==> config.mk <==
export PLATFORM = sky130hd
export DESIGN_NAME = microwave_timer_ctrl
export DESIGN_NICKNAME = d
export VERILOG_FILES = /design/src/rtl/microwave_pkg.sv /design/src/rtl/bcd_down_digit.sv /design/src/rtl/microwave_timer_ctrl.sv
export SDC_FILE = /design/constraint.sdc
export NUM_CORES = 1
export LEC_CHECK = 0
export ABC_AREA = 1
export BUFFER_PORTS_ARGS = -buffer_cell sky130_fd_sc_hd__clkbuf_2
export CAP_MARGIN = 20
export CELL_PAD_IN_SITES_DETAIL_PLACEMENT = 0
export CELL_PAD_IN_SITES_GLOBAL_PLACEMENT = 1
export CORE_MARGIN = 10
export CORE_UTILIZATION = 36
export DETAILED_ROUTE_END_ITERATION = 7
export PLACE_DENSITY = 0.82
export SYNTH_ARGS = -nofsm -noshare
export SYNTH_HDL_FRONTEND = slang
export SYNTH_HIERARCHICAL = 1
export SYNTH_SLANG_ARGS = --single-unit
==> constraint.sdc <==
create_clock -name clk -period 2.25 [get_ports clk]
set_input_delay 0.5625 -clock clk [delete_from_list [all_inputs] [get_ports clk]]
set_output_delay 0.5625 -clock clk [all_outputs]
set_load 0.02 [all_outputs]
==> src/rtl/microwave_pkg.sv <==
// Shared encodings and constants for the microwave cooking timer.
package microwave_pkg;

    localparam int unsigned DIGIT_W        = 4;
    localparam int unsigned STATE_W        = 3;
    localparam int unsigned BEEP_W         = 4;
    localparam int unsigned BEEP_TICKS_DEF = 3;

    localparam logic [DIGIT_W-1:0] DIGIT_MAX    = 4'd9;
    localparam logic [DIGIT_W-1:0] SEC_TENS_MAX = 4'd5;
    localparam logic [DIGIT_W-1:0] KEY_MAX      = 4'd9;

    typedef enum logic [STATE_W-1:0] {
        ST_IDLE  = 3'd0,
        ST_ENTRY = 3'd1,
        ST_COOK  = 3'd2,
        ST_PAUSE = 3'd3,
        ST_DONE  = 3'd4
    } state_t;

endpackage

==> src/rtl/bcd_down_digit.sv <==
// One BCD down-counting digit with parallel load; wraps 0 -> MAXV and borrows.
module bcd_down_digit
    import microwave_pkg::*;
#(
    parameter logic [DIGIT_W-1:0] MAXV = DIGIT_MAX
) (
    input  logic               clk,
    input  logic               clrn,
    input  logic               load,
    input  logic [DIGIT_W-1:0] d,
    input  logic               en,
    output logic [DIGIT_W-1:0] q,
    output logic               borrow
);

    assign borrow = en && (q == '0);

    always_ff @(posedge clk or negedge clrn) begin
        if (!clrn) begin
            q <= '0;
        end else if (load) begin
            q <= d;
        end else if (en) begin
            q <= (q == '0) ? MAXV : q - DIGIT_W'(1);
        end
    end

endmodule

==> src/rtl/microwave_timer_ctrl.sv <==
// Cooking-timer sequencer: keypad entry, MM:SS countdown, magnetron gating and end beep.
module microwave_timer_ctrl
    import microwave_pkg::*;
#(
    parameter int unsigned BEEP_TICKS = BEEP_TICKS_DEF
) (
    input  logic               clk,
    input  logic               clrn,
    input  logic               tick,
    input  logic               key_valid,
    input  logic [DIGIT_W-1:0] key_data,
    input  logic               start,
    input  logic               stop,
    input  logic               clear,
    input  logic               door_closed,
    output logic [DIGIT_W-1:0] mm_tens,
    output logic [DIGIT_W-1:0] mm_ones,
    output logic [DIGIT_W-1:0] ss_tens,
    output logic [DIGIT_W-1:0] ss_ones,
    output logic               mag_on,
    output logic               beep,
    output logic               done,
    output logic               err,
    output logic [STATE_W-1:0] state
);

    state_t              st_q, st_d;
    logic [BEEP_W-1:0]   bcnt_q, bcnt_d;
    logic                mag_d, beep_d, done_d, err_d;
    logic                zero_ld, shift_ld, dec_en;
    logic                dig_ld;
    logic                b_so, b_st, b_mo, b_mt;
    logic                key_ok, time_zero, time_one;

    assign state     = st_q;
    assign key_ok    = key_valid && (key_data <= KEY_MAX);
    assign time_zero = (mm_tens == '0) && (mm_ones == '0) && (ss_tens == '0) && (ss_ones == '0);
    assign time_one  = (mm_tens == '0) && (mm_ones == '0) && (ss_tens == '0)
                       && (ss_ones == DIGIT_W'(1));
    assign dig_ld    = zero_ld || shift_ld;

    // Digit chain: parallel load for entry shift / zeroing, borrow cascade for countdown.
    bcd_down_digit #(.MAXV(DIGIT_MAX)) u_ss_ones (
        .clk(clk), .clrn(clrn), .load(dig_ld), .d(shift_ld ? key_data : '0),
        .en(dec_en), .q(ss_ones), .borrow(b_so)
    );
    bcd_down_digit #(.MAXV(SEC_TENS_MAX)) u_ss_tens (
        .clk(clk), .clrn(clrn), .load(dig_ld), .d(shift_ld ? ss_ones : '0),
        .en(b_so), .q(ss_tens), .borrow(b_st)
    );
    bcd_down_digit #(.MAXV(DIGIT_MAX)) u_mm_ones (
        .clk(clk), .clrn(clrn), .load(dig_ld), .d(shift_ld ? ss_tens : '0),
        .en(b_st), .q(mm_ones), .borrow(b_mo)
    );
    bcd_down_digit #(.MAXV(DIGIT_MAX)) u_mm_tens (
        .clk(clk), .clrn(clrn), .load(dig_ld), .d(shift_ld ? mm_ones : '0),
        .en(b_mo), .q(mm_tens), .borrow(b_mt)
    );

    always_ff @(posedge clk or negedge clrn) begin
        if (!clrn) begin
            st_q   <= ST_IDLE;
            bcnt_q <= '0;
            mag_on <= 1'b0;
            beep   <= 1'b0;
            done   <= 1'b0;
            err    <= 1'b0;
        end else begin
            st_q   <= st_d;
            bcnt_q <= bcnt_d;
            mag_on <= mag_d;
            beep   <= beep_d;
            done   <= done_d;
            err    <= err_d;
        end
    end

    // Event priority per state: clear > stop > door open > start > key > tick.
    always_comb begin
        st_d     = st_q;
        bcnt_d   = bcnt_q;
        zero_ld  = 1'b0;
        shift_ld = 1'b0;
        dec_en   = 1'b0;
        done_d   = 1'b0;
        err_d    = 1'b0;
        unique case (st_q)
            ST_IDLE: begin
                if (!clear && key_ok) begin
                    shift_ld = 1'b1;
                    st_d     = ST_ENTRY;
                end
            end
            ST_ENTRY: begin
                if (clear || stop) begin
                    zero_ld = 1'b1;
                    st_d    = ST_IDLE;
                end else if (start) begin
                    if (ss_tens > SEC_TENS_MAX) begin
                        err_d = 1'b1;
                    end else if (door_closed && !time_zero) begin
                        st_d = ST_COOK;
                    end
                end else if (key_ok) begin
                    shift_ld = 1'b1;
                end
            end
            ST_COOK: begin
                if (clear) begin
                    zero_ld = 1'b1;
                    st_d    = ST_IDLE;
                end else if (stop || !door_closed) begin
                    st_d = ST_PAUSE;
                end else if (tick) begin
                    dec_en = 1'b1;
                    if (time_one) begin
                        st_d   = ST_DONE;
                        done_d = 1'b1;
                        bcnt_d = BEEP_W'(BEEP_TICKS);
                    end
                end
            end
            ST_PAUSE: begin
                if (clear || stop) begin
                    zero_ld = 1'b1;
                    st_d    = ST_IDLE;
                end else if (start && door_closed) begin
                    st_d = ST_COOK;
                end
            end
            ST_DONE: begin
                if (clear || stop || start || key_valid) begin
                    st_d   = ST_IDLE;
                    bcnt_d = '0;
                end else if (tick) begin
                    bcnt_d = bcnt_q - BEEP_W'(1);
                    if (bcnt_q == BEEP_W'(1)) begin
                        st_d = ST_IDLE;
                    end
                end
            end
            default: begin
                zero_ld = 1'b1;
                st_d    = ST_IDLE;
            end
        endcase
        mag_d  = (st_d == ST_COOK);
        beep_d = (st_d == ST_DONE);
    end

endmodule

==> run summary <==
CTS tree: done
core area: 5238 um^2
global route overflow: 0
Initial DRC Count: 51
clk slew on worst S/H paths: 100 ps
DR vias/cell: 4.589
first-pass GRT wire length: 8659 um
initial antenna violation count: 0
Req. time, crit path: 2420 ps
LEAKAGE: 1.291 nW
final hold vios: 0
final cell utilization of the core: 46.80%
most frequent cells in the layout: nand2_1 (83), inv_1 (42), nor2_1 (38), clkbuf_2 (34), dfrtp_1 (24)
number of global-route vias before repair: 1878
Clock Path Buffers: 2
CTS Root Buffer Type: clkbuf_8
final total power: 1.761 mW
P per Cell Area: 718.5 nW/um^2
critical path endpoint category: register
Die H: 94.22 um
Yosys warnings: 6
status: finished clean
fraction of layout cells with a size suffix above 1: 30.06%
fin area: 2451 um^2
skew final: 6.507 ps
crit path launch type: register
Crit path largest cell delay: 440 ps
fmax: 481.0 MHz
Placer Congestion: 0.8195
pre-CTS setup slack: -41.76 ps
Layout Nets: 361
initial core utilization: 37.86%
crit-path max FO: 4
Slew Limit Headroom: 52.78%
max cap viols: 0
antenna viol nets, final: 0
DPL Wire Length: 3917 um
Fin Setup TNS: 0 ps
hold buffers post-CTS: 0
Total Wirelength: 5014 um
Vias: 1909
final worst-path setup slack: 170.9 ps
Tightest Pin Transition: 708.3 ps
most common cell after layout, fill and taps aside: nand2_1
crit path DAT: 2250 ps
Final min period: 2079 ps
CP Cell Sequence: inv_2 > nand3_4 > nor2_4 > nand2_4 > nor2_4 > nand2_1 > nor2_2 > inv_1 > nor2_1 > nand2_1 > nor2_2 > nand2_2 > nor2_4 > nor2_2 > a22oi_1 > nand2_1
synthesized netlist cell count: 293
residual DRC count: 0
placed cell areas: 2345 um^2
CTS Buf Count: 3
Worst-Skew Late Latency: 280 ps
crit-path leading delay family: simple AND/OR/NAND/NOR gates
Worst Path Buf+Inv: 2
CTS Sinks: 27
P&R area growth vs syn: 23.60%
pin count of the biggest net entering global routing: 28
Hold Crit Class: input port to asynchronous set/reset pin
# port buffers: 34
row count: 26
synthesized cell area: 1983 um^2
Syn Area/Cell: 6.768 um^2
post-route insts no fill: 416
WHS: 312.2 ps
H-Tree Depth: 1
syn nets: 307
# diodes: 0
maximum vdd drop: 0.3261 mV
DR WL/cell: 12.05 um
dpl cells: 407
GRT Overall Usage: 11.81%
IO Pins: 35
# fillers: 562
Final Setup Violations: 0
Slew Viols, Final: 0
CP Class: register to register
die area: 8877 um^2
Die Wd: 94.22 um
Crit-path slowest cell: dfrtp_2
period utilisation layout: 92.40%
TritonRoute pass-1 iters: 4
==> cell type report <==
| type | instances | area (um^2) | share of cell area [%] |
|---|---|---|---|
| Sequential cell | 27 | 679.4 | 27.72 |
| Clock buffer | 3 | 41.29 | 1.685 |
| Tap cell | 70 | 87.58 | 3.573 |
| Clock inverter | 1 | 5.005 | 0.2042 |
| Timing Repair Buffer | 50 | 302.8 | 12.35 |
| Inverter | 48 | 180.2 | 7.351 |
| Multi-Input combinational cell | 217 | 1155 | 47.12 |
==> worst reg2reg max path, delay by kind of cell (launching register included) <==
family,cells,cell delay (ps)
AO/OA/AOI/OAI,1,130
buffers and inverters,2,130
flip-flops,1,440
AND/OR/NAND/NOR,13,1280
==> per-layer routing <==
metal  GRT usage [%]  vias up  part of all wire [%]
met4           3.418        0                   1.1
met5               0        -                     0
met1           15.58      844                    50
li1                -     1026                     -
met3           2.398        5                   5.1
met2           18.82       34                    44
==> state kept, by name (all words and copies together) (netlist names) <==
register     cells
u_mm_ones/q      4
u_ss_ones/q      4
u_mm_tens/q      4
beep             1
bcnt_q           4
mag_on           1
done             1
state            3
err              1
u_ss_tens/q      4
==> what timing repair did <==
action	4_1_cts	5_1_grt
buffers inserted	0	5
endpoints found under the setup margin	0	4
resized for setup	0	5
==> where the power goes <==
| part | internal [mW] | switching, mW |
|---|---|---|
| Sequential | 0.569 | 0.126 |
| Combinational | 0.262 | 0.517 |
| Clock | 0.124 | 0.163 |
==> worst paths after layout <==
check / startpoint / endpoint / slack, ps / depth (start not counted)
min in group clk: bcnt_q[1] / bcnt_q[1] / 490 / 2
setup reg to reg: state[2] / u_mm_tens/q[2] / 170 / 16
max in group asynchronous: clrn / state[2] / 1440 / 1
setup / recovery: state[2] / u_mm_tens/q[2] / 170 / 16
hold / removal: clrn / u_ss_tens/q[1] / 310 / 1
hold reg to reg: bcnt_q[1] / bcnt_q[1] / 490 / 2
No activity file was read; power rests on OpenSTA's default activity.
